[config.mk]
export PLATFORM = sky130hd
export DESIGN_NAME = rgb_hue_pwm
export DESIGN_NICKNAME = d
export VERILOG_FILES = /design/src/rtl/rgb_hue_pwm.sv
export SDC_FILE = /design/constraint.sdc
export NUM_CORES = 1
export LEC_CHECK = 0
export CORE_ASPECT_RATIO = 0.6
export CORE_MARGIN = 1.5
export CORE_UTILIZATION = 50
export CTS_CLUSTER_SIZE = 24
export DETAILED_ROUTE_END_ITERATION = 10
export PLACE_DENSITY = 0.74
export SETUP_SLACK_MARGIN = 0.02
export SLEW_MARGIN = 20
export SYNTH_ARGS = -nofsm -noshare
export SYNTH_HDL_FRONTEND = slang
export SYNTH_SLANG_ARGS = --single-unit
[constraint.sdc]
create_clock -name clk -period 4.3 [get_ports clk]
set_input_delay 0.86 -clock clk [delete_from_list [all_inputs] [get_ports clk]]
set_output_delay 0.86 -clock clk [all_outputs]
set_load 0.005 [all_outputs]
[src/rtl/rgb_hue_pwm.sv]
`timescale 1ns/1ps
// rgb_hue_pwm: N-channel LED PWM engine driven by a shared hue wheel
// (per-channel phase offsets), a shared breathe level, or static duties.
//
// Optional feature macro: GAMMA_EN. When it is defined, a square-law gamma
// is applied ahead of the duty latch.
//
// Ports:
//   clk          system clock
//   rst          asynchronous active-low reset
//   en           run enable (IDLE <-> RUN)
//   mode         0 rainbow, 1 breathe, 2/3 static
//   phase_ofs    per-channel hue offset, channel k at [k*(R+3) +: R+3]
//   static_duty  per-channel static duty, channel k at [k*R +: R]
//   pwm_out      registered PWM outputs
//   period_start registered one-cycle pulse on the first clock of a period
module rgb_hue_pwm #(
  parameter int unsigned N_CH        = 3,
  parameter int unsigned R           = 8,
  parameter int unsigned DVSR        = 488,
  parameter int unsigned STEP_CYCLES = 100_000
) (
  input  logic                     clk,
  input  logic                     rst,
  input  logic                     en,
  input  logic [1:0]               mode,
  input  logic [N_CH*(R+3)-1:0]    phase_ofs,
  input  logic [N_CH*R-1:0]        static_duty,
  output logic [N_CH-1:0]          pwm_out,
  output logic                     period_start
);

  localparam int unsigned HW    = R + 3;
  localparam int unsigned SW    = R + 4;
  localparam int unsigned H_MAX = 6 * (2 ** R);
  localparam int unsigned DMAX  = (2 ** R) - 1;
  localparam int unsigned PW    = (DVSR > 1) ? $clog2(DVSR) : 1;
  localparam int unsigned TW    = (STEP_CYCLES > 1) ? $clog2(STEP_CYCLES) : 1;

  localparam logic [0:0] S_IDLE = 1'b0;
  localparam logic [0:0] S_RUN  = 1'b1;

  logic [0:0]         r_state;
  logic [0:0]         w_state_nxt;
  logic               w_latch;
  logic [PW-1:0]      r_psc;
  logic [PW-1:0]      w_psc_nxt;
  logic [R-1:0]       r_cnt;
  logic [R-1:0]       w_cnt_nxt;
  logic [TW-1:0]      r_step;
  logic [HW-1:0]      r_hue;
  logic [HW-1:0]      w_hue_inc;
  logic [R-1:0]       r_lvl;
  logic               r_dn;
  logic [N_CH*R-1:0]  r_duty;
  logic [N_CH*R-1:0]  w_duty_sel;
  logic [N_CH*R-1:0]  w_duty_nxt;
  logic [N_CH-1:0]    r_pwm;
  logic [N_CH-1:0]    w_pwm_nxt;
  logic               r_ps;
  logic               w_tick;
  logic               w_step_tick;
  logic               w_wrap;

  assign pwm_out      = r_pwm;
  assign period_start = r_ps;

  assign w_tick      = (r_state == S_RUN) && (r_psc == PW'(DVSR - 1));
  assign w_step_tick = (r_state == S_RUN) && (r_step == TW'(STEP_CYCLES - 1));
  assign w_wrap      = w_tick && (r_cnt == R'(DMAX));
  assign w_hue_inc   = r_hue + HW'(1);

  // State register
  always_ff @(posedge clk or negedge rst) begin
    if (!rst) r_state <= S_IDLE;
    else      r_state <= w_state_nxt;
  end

  // Next state; w_latch marks the cycle whose edge starts a new period
  always_comb begin
    w_state_nxt = r_state;
    w_latch     = 1'b0;
    case (r_state)
      S_IDLE: begin
        if (en) begin
          w_state_nxt = S_RUN;
          w_latch     = 1'b1;
        end
      end
      S_RUN: begin
        if (!en)         w_state_nxt = S_IDLE;
        else if (w_wrap) w_latch     = 1'b1;
      end
      default: w_state_nxt = S_IDLE;
    endcase
  end

  // Prescaler and PWM counter; both cleared whenever not staying in RUN
  always_comb begin
    w_psc_nxt = '0;
    w_cnt_nxt = '0;
    if ((r_state == S_RUN) && (w_state_nxt == S_RUN)) begin
      w_psc_nxt = w_tick ? '0 : r_psc + PW'(1);
      w_cnt_nxt = w_tick ? r_cnt + R'(1) : r_cnt;
    end
  end

  // Per-channel duty selection (rainbow / breathe / static, optional gamma)
  for (genvar k = 0; k < N_CH; k++) begin : g_ch
    logic [HW-1:0] w_ofs_raw;
    logic [HW-1:0] w_ofs;
    logic [SW-1:0] w_sum;
    logic [HW-1:0] w_h;
    logic [2:0]    w_seg;
    logic [R-1:0]  w_f;
    logic [R-1:0]  w_rb;
    logic [R-1:0]  w_sel;

    // Offset < 2*H_MAX and hue+offset < 2*H_MAX, so one subtract each suffices
    assign w_ofs_raw = phase_ofs[k*HW +: HW];
    assign w_ofs     = (w_ofs_raw >= HW'(H_MAX)) ? (w_ofs_raw - HW'(H_MAX)) : w_ofs_raw;
    assign w_sum     = SW'(r_hue) + SW'(w_ofs);
    assign w_h       = (w_sum >= SW'(H_MAX)) ? HW'(w_sum - SW'(H_MAX)) : HW'(w_sum);
    assign w_seg     = w_h[HW-1:R];
    assign w_f       = w_h[R-1:0];

    always_comb begin
      case (w_seg)
        3'd0, 3'd5: w_rb = R'(DMAX);
        3'd1:       w_rb = R'(DMAX) - w_f;
        3'd4:       w_rb = w_f;
        default:    w_rb = '0;
      endcase
      case (mode)
        2'd0:    w_sel = w_rb;
        2'd1:    w_sel = r_lvl;
        default: w_sel = static_duty[k*R +: R];
      endcase
    end

`ifdef GAMMA_EN
    localparam int unsigned GW = 2 * R;
    logic [GW-1:0] w_sq;
    assign w_sq = GW'(w_sel) * GW'(w_sel);
    assign w_duty_sel[k*R +: R] = R'(w_sq >> R);
`else
    assign w_duty_sel[k*R +: R] = w_sel;
`endif
  end

  assign w_duty_nxt = w_latch ? w_duty_sel : r_duty;

  // Output compare uses next-cycle counter/duty so pwm_out stays registered
  always_comb begin
    w_pwm_nxt = '0;
    for (int k = 0; k < N_CH; k++) begin
      w_pwm_nxt[k] = (w_state_nxt == S_RUN) && (w_cnt_nxt < w_duty_nxt[k*R +: R]);
    end
  end

  // Datapath registers: counters, latched duties, outputs, animation state
  always_ff @(posedge clk or negedge rst) begin
    if (!rst) begin
      r_psc  <= '0;
      r_cnt  <= '0;
      r_step <= '0;
      r_hue  <= '0;
      r_lvl  <= '0;
      r_dn   <= 1'b0;
      r_duty <= '0;
      r_pwm  <= '0;
      r_ps   <= 1'b0;
    end else begin
      r_psc  <= w_psc_nxt;
      r_cnt  <= w_cnt_nxt;
      r_duty <= w_duty_nxt;
      r_pwm  <= w_pwm_nxt;
      r_ps   <= w_latch;
      if (r_state == S_RUN) r_step <= w_step_tick ? '0 : r_step + TW'(1);
      if (w_step_tick) begin
        r_hue <= (w_hue_inc == HW'(H_MAX)) ? '0 : w_hue_inc;
        // Each endpoint is visited once: flip direction on arrival
        if (!r_dn) begin
          r_lvl <= r_lvl + R'(1);
          if (r_lvl == R'(DMAX - 1)) r_dn <= 1'b1;
        end else begin
          r_lvl <= r_lvl - R'(1);
          if (r_lvl == R'(1)) r_dn <= 1'b0;
        end
      end
    end
  end

endmodule
==> results <==
- The flow ran to the end, but the final reports show violations.
- The checks that failed: setup timing.
- For the worst setup path, the data required time is around 4600 ps.
- The post-synthesis area per instance is 8.751 sq um.
- The final routed wirelength across all metal layers is between 20 and 25 mm.
- The violation count after the first detailed-routing iteration is 561.
- Once routing completed, OpenROAD measured the worst setup slack at -503.0 ps.
- The clock buffer count from CTS is 9.
- The origin of the critical flop-to-flop path is r_hue[0].
- The post-layout total power is 2.395 mW.
- The hold violation total from the final report is 0.
- The sort of element at the start of the critical path is an input port.
- The number of port buffers is between 60 and 70.
- The clock tree from TritonCTS is built.
- The worst setup path is captured at a flop.
- The most used flip-flop cell after synthesis is sky130_fd_sc_hd__dfrtp_1.
- The area of the die is 14870 sq um.
- The post-route netlist has 34.22% of its cells at a drive strength greater than 1.
- The number of vias in the routed layout is 7379.
- The area of the core is 13710 sq um.
- The maximum number of pins on one net before global-route repair is 64.
- In the final routed layout, each cell accounts on average for 19.23 microns.
- The hold buffer count at CTS is 0.
- The I/O pin count is between 60 and 70.
- The library cells used most frequently in the layout, excluding fill and tap cells, are sky130_fd_sc_hd__buf_4 (185), sky130_fd_sc_hd__nand2_1 (87), sky130_fd_sc_hd__dfrtp_1 (83).
- The timing startpoint of the critical path is phase_ofs[8].
- Counting the fill cells in the layout gives 1001.
- Yosys printed 0 warnings.
- After global routing the overflow that remains totals 0.
- In this run, synthesis produced a sequential element count of 83.
- The number of antenna violations at the first check in global routing is 0.
- The initial utilization of the core area, before any placement, comes to 51.52%.
- Timing would allow up to 0.2082 GHz.
- The slew at the pin closest to its max-slew limit is 847.9 ps.
- The via count of the first global-routing pass is slightly above 7000.
- The tightest min-delay check is of the flop to flop type.
- The number of detailed-route iterations in the first pass is 7.
- The width of the chip is 156.4 microns.
- The share of synthesized flip-flops with an asynchronous set or reset is 100.0%.
- The clock transition time at the flip-flop clock pins of the worst setup and hold paths is 70 ps.
- The number of enable flip-flop cells after synthesis is 0.
- Measured against its own limit, the worst slew margin works out to 43.01%.
- Summing all multi-input logic gate instances after layout gives 5453 sq um.
- The chip height is ~95 microns.
- The arrival time of the worst setup path is 5080 ps.
- The number of distinct library cells after synthesis is 86.
- The sequential element share of the synthesized area is between 20% and 30%.
- The wire length of the first global-routing pass is between 30 and 40 mm.
- Of the available clock period, the critical path in the final layout requires 111.7%.
- Summing every instance area after synthesis gives 7062 sq um.
- In this run the static leakage power is 4.539 nW.
- 0 antenna diodes ended up in the layout.
- Across the run, the number of max-cap violations was 0.
- Setup repair after global routing could not meet its margin everywhere.
- Detailed placement ended at an HPWL of 17.85 mm.
- Setup violations remaining at the end of the flow were counted as 2.
- The power density over the cells is 234.8 nW/um^2.
- After detailed routing, the number of remaining DRC violations is 0.
- IR analysis of the VDD net gives a maximum drop of 0.0001939 V.
- The start point of the worst hold path is r_duty[19].
- The worst slack at placement is -1297 ps.
- The total clock sinks is 83.
- The largest driver fanout on the critical path is 5.
- The count of nets left with antenna violations after detail routing is 0.
- Synthesis produced 807 cells.
- The worst setup path is of the input port to flop kind.
- The area overhead of the layout relative to synthesis is 44.49%.
- Across every metal layer, demand over resource in global routing totals between 30 and 40%.
- The H-tree generated during clock tree synthesis spans 3 levels.
- The worst path in the final design needs a cycle of 4803 ps, including I/O delays and setup.
- Counting along the longest clock path gives a buffer depth of 2.
- The cell chosen for the clock root is sky130_fd_sc_hd__clkbuf_16.
- When the netlist entered floorplanning its net count stood at 936.
- The number of pins exceeding their max-slew limit in the final report came to 0.
- The net total in the final layout is 1176.
- The site row count is 33.
- The register area is 2077 sq um.
- On the final layout, the worst clock skew is 10.63 ps.
- The hold slack is 497.1 ps.
- The insertion delay to the later sink of the worst-skew pair is around 360 ps.
- The library cell used most frequently in the layout, excluding fill and tap cells, is sky130_fd_sc_hd__buf_4.
- Dividing the detail-routed via count by the number of cells gives 5.932.
- The core occupancy in the finished layout is 74.43%.
- At the end of routability-driven placement, the weighted congestion stood at 0.9136.
Yosys cell counts, types with 9 or more instances:
cell type	n	area [sq um]
sky130_fd_sc_hd__or3_1	10	62.56
sky130_fd_sc_hd__clkbuf_1	18	67.56
sky130_fd_sc_hd__o21ai_1	14	70.07
sky130_fd_sc_hd__nor2b_1	10	62.56
sky130_fd_sc_hd__nor2_1	58	217.7
sky130_fd_sc_hd__nand3_1	42	210.2
sky130_fd_sc_hd__ha_1	64	800.8
sky130_fd_sc_hd__and3_1	9	56.30
sky130_fd_sc_hd__a21oi_1	33	165.2
sky130_fd_sc_hd__o221a_2	13	146.4
sky130_fd_sc_hd__inv_1	26	97.59
sky130_fd_sc_hd__nor3_1	15	75.07
sky130_fd_sc_hd__dfrtp_1	83	2077
sky130_fd_sc_hd__xnor2_1	34	297.8
sky130_fd_sc_hd__o31ai_1	9	67.56
sky130_fd_sc_hd__a21o_1	21	157.7
sky130_fd_sc_hd__nand2_1	88	330.3
sky130_fd_sc_hd__nand4_1	14	87.58
sky130_fd_sc_hd__o21ai_0	46	230.2
sky130_fd_sc_hd__nand2b_1	15	93.84
sky130_fd_sc_hd__o221ai_1	16	140.1
sky130_fd_sc_hd__xor2_1	27	236.5
worst max-delay path: stages:
cell and delay, ps:
sky130_fd_sc_hd__clkdlybuf4s15_1 230, sky130_fd_sc_hd__nor3b_4 220, sky130_fd_sc_hd__a31oi_2 130, sky130_fd_sc_hd__buf_4 160, sky130_fd_sc_hd__buf_4 120, sky130_fd_sc_hd__xnor2_1 120, sky130_fd_sc_hd__ha_2 220, sky130_fd_sc_hd__or3_4 410
sky130_fd_sc_hd__mux2i_4 200, sky130_fd_sc_hd__or2_1 180, sky130_fd_sc_hd__mux2i_4 90, sky130_fd_sc_hd__buf_6 140, sky130_fd_sc_hd__or3_1 360, sky130_fd_sc_hd__a21o_1 190, sky130_fd_sc_hd__o221ai_2 60, sky130_fd_sc_hd__ha_1 270
sky130_fd_sc_hd__nand3_2 80, sky130_fd_sc_hd__o22ai_1 80, sky130_fd_sc_hd__or3b_4 390, sky130_fd_sc_hd__or4_4 430, sky130_fd_sc_hd__o22ai_2 130
kinds of logic after synthesis:
group	after synthesis	synth area share (%)
mux	8	1.222
simple gates	304	21.67
fa+ha+maj	67	12.19
buf+inv	50	2.764
compound gates	232	24.63
flops	83	29.41
xor+xnor	63	8.115
sequential cells by signal, summed over array words and instances (netlist names):
signal,count
r_duty,24
r_lvl,8
r_step,17
r_psc,9
period_start,1
r_cnt,8
r_dn,1
r_state,1
r_hue,11
pwm_out,3
path summary, 6_finish.rpt:
| path | to | slack [ps] | cells past startpoint |
|---|---|---|---|
| max | pwm_out[0] | -500 | 21 |
| min | r_duty[19] | 500 | 1 |
| max reg2reg | pwm_out[0] | -120 | 19 |
| min reg2reg | r_duty[19] | 500 | 1 |
| max in group asynchronous | r_hue[4] | 2880 | 2 |
| min in group asynchronous | r_step[8] | 580 | 1 |
routing by layer:
metal	share of wire [%]	global-route usage [%]
met1	47	45.49
met5	0	0
met4	1.5	6.905
met2	45	52.30
met3	7.2	6.409
stage by stage:
step	std cells	TNS, ps	cell area [sq um]
6_report	1244	-529.3	10200
3_3_place_gp	1196	-2737	9097
5_1_grt	1244	-864.2	10200
2_1_floorplan	807	-648.0	7133
4_1_cts	1239	-355.0	9998
3_5_place_dp	1196	-4539	9097
area by class of cell:
class                           count  area share, %
Tap cell                          192          2.354
Timing Repair Buffer              252          19.83
Clock inverter                      7         0.7971
Sequential cell                    83          20.36
Clock buffer                        9          2.207
Multi-Input combinational cell    674          53.44
Inverter                           27          1.018
what timing repair did:
| action | 4_1_cts | 5_1_grt |
|---|---|---|
| resized for setup | 163 | 47 |
| pin swaps | 56 | 30 |
| setup buffers | 28 | 5 |
| endpoints found under the setup margin | 3 | 3 |
power breakdown:
group | switching, mW | internal [mW]
Combinational | 0.316 | 0.333
Clock | 0.381 | 0.463
Sequential | 0.0588 | 0.843
Note: power is estimated with default switching activity, not from simulation.
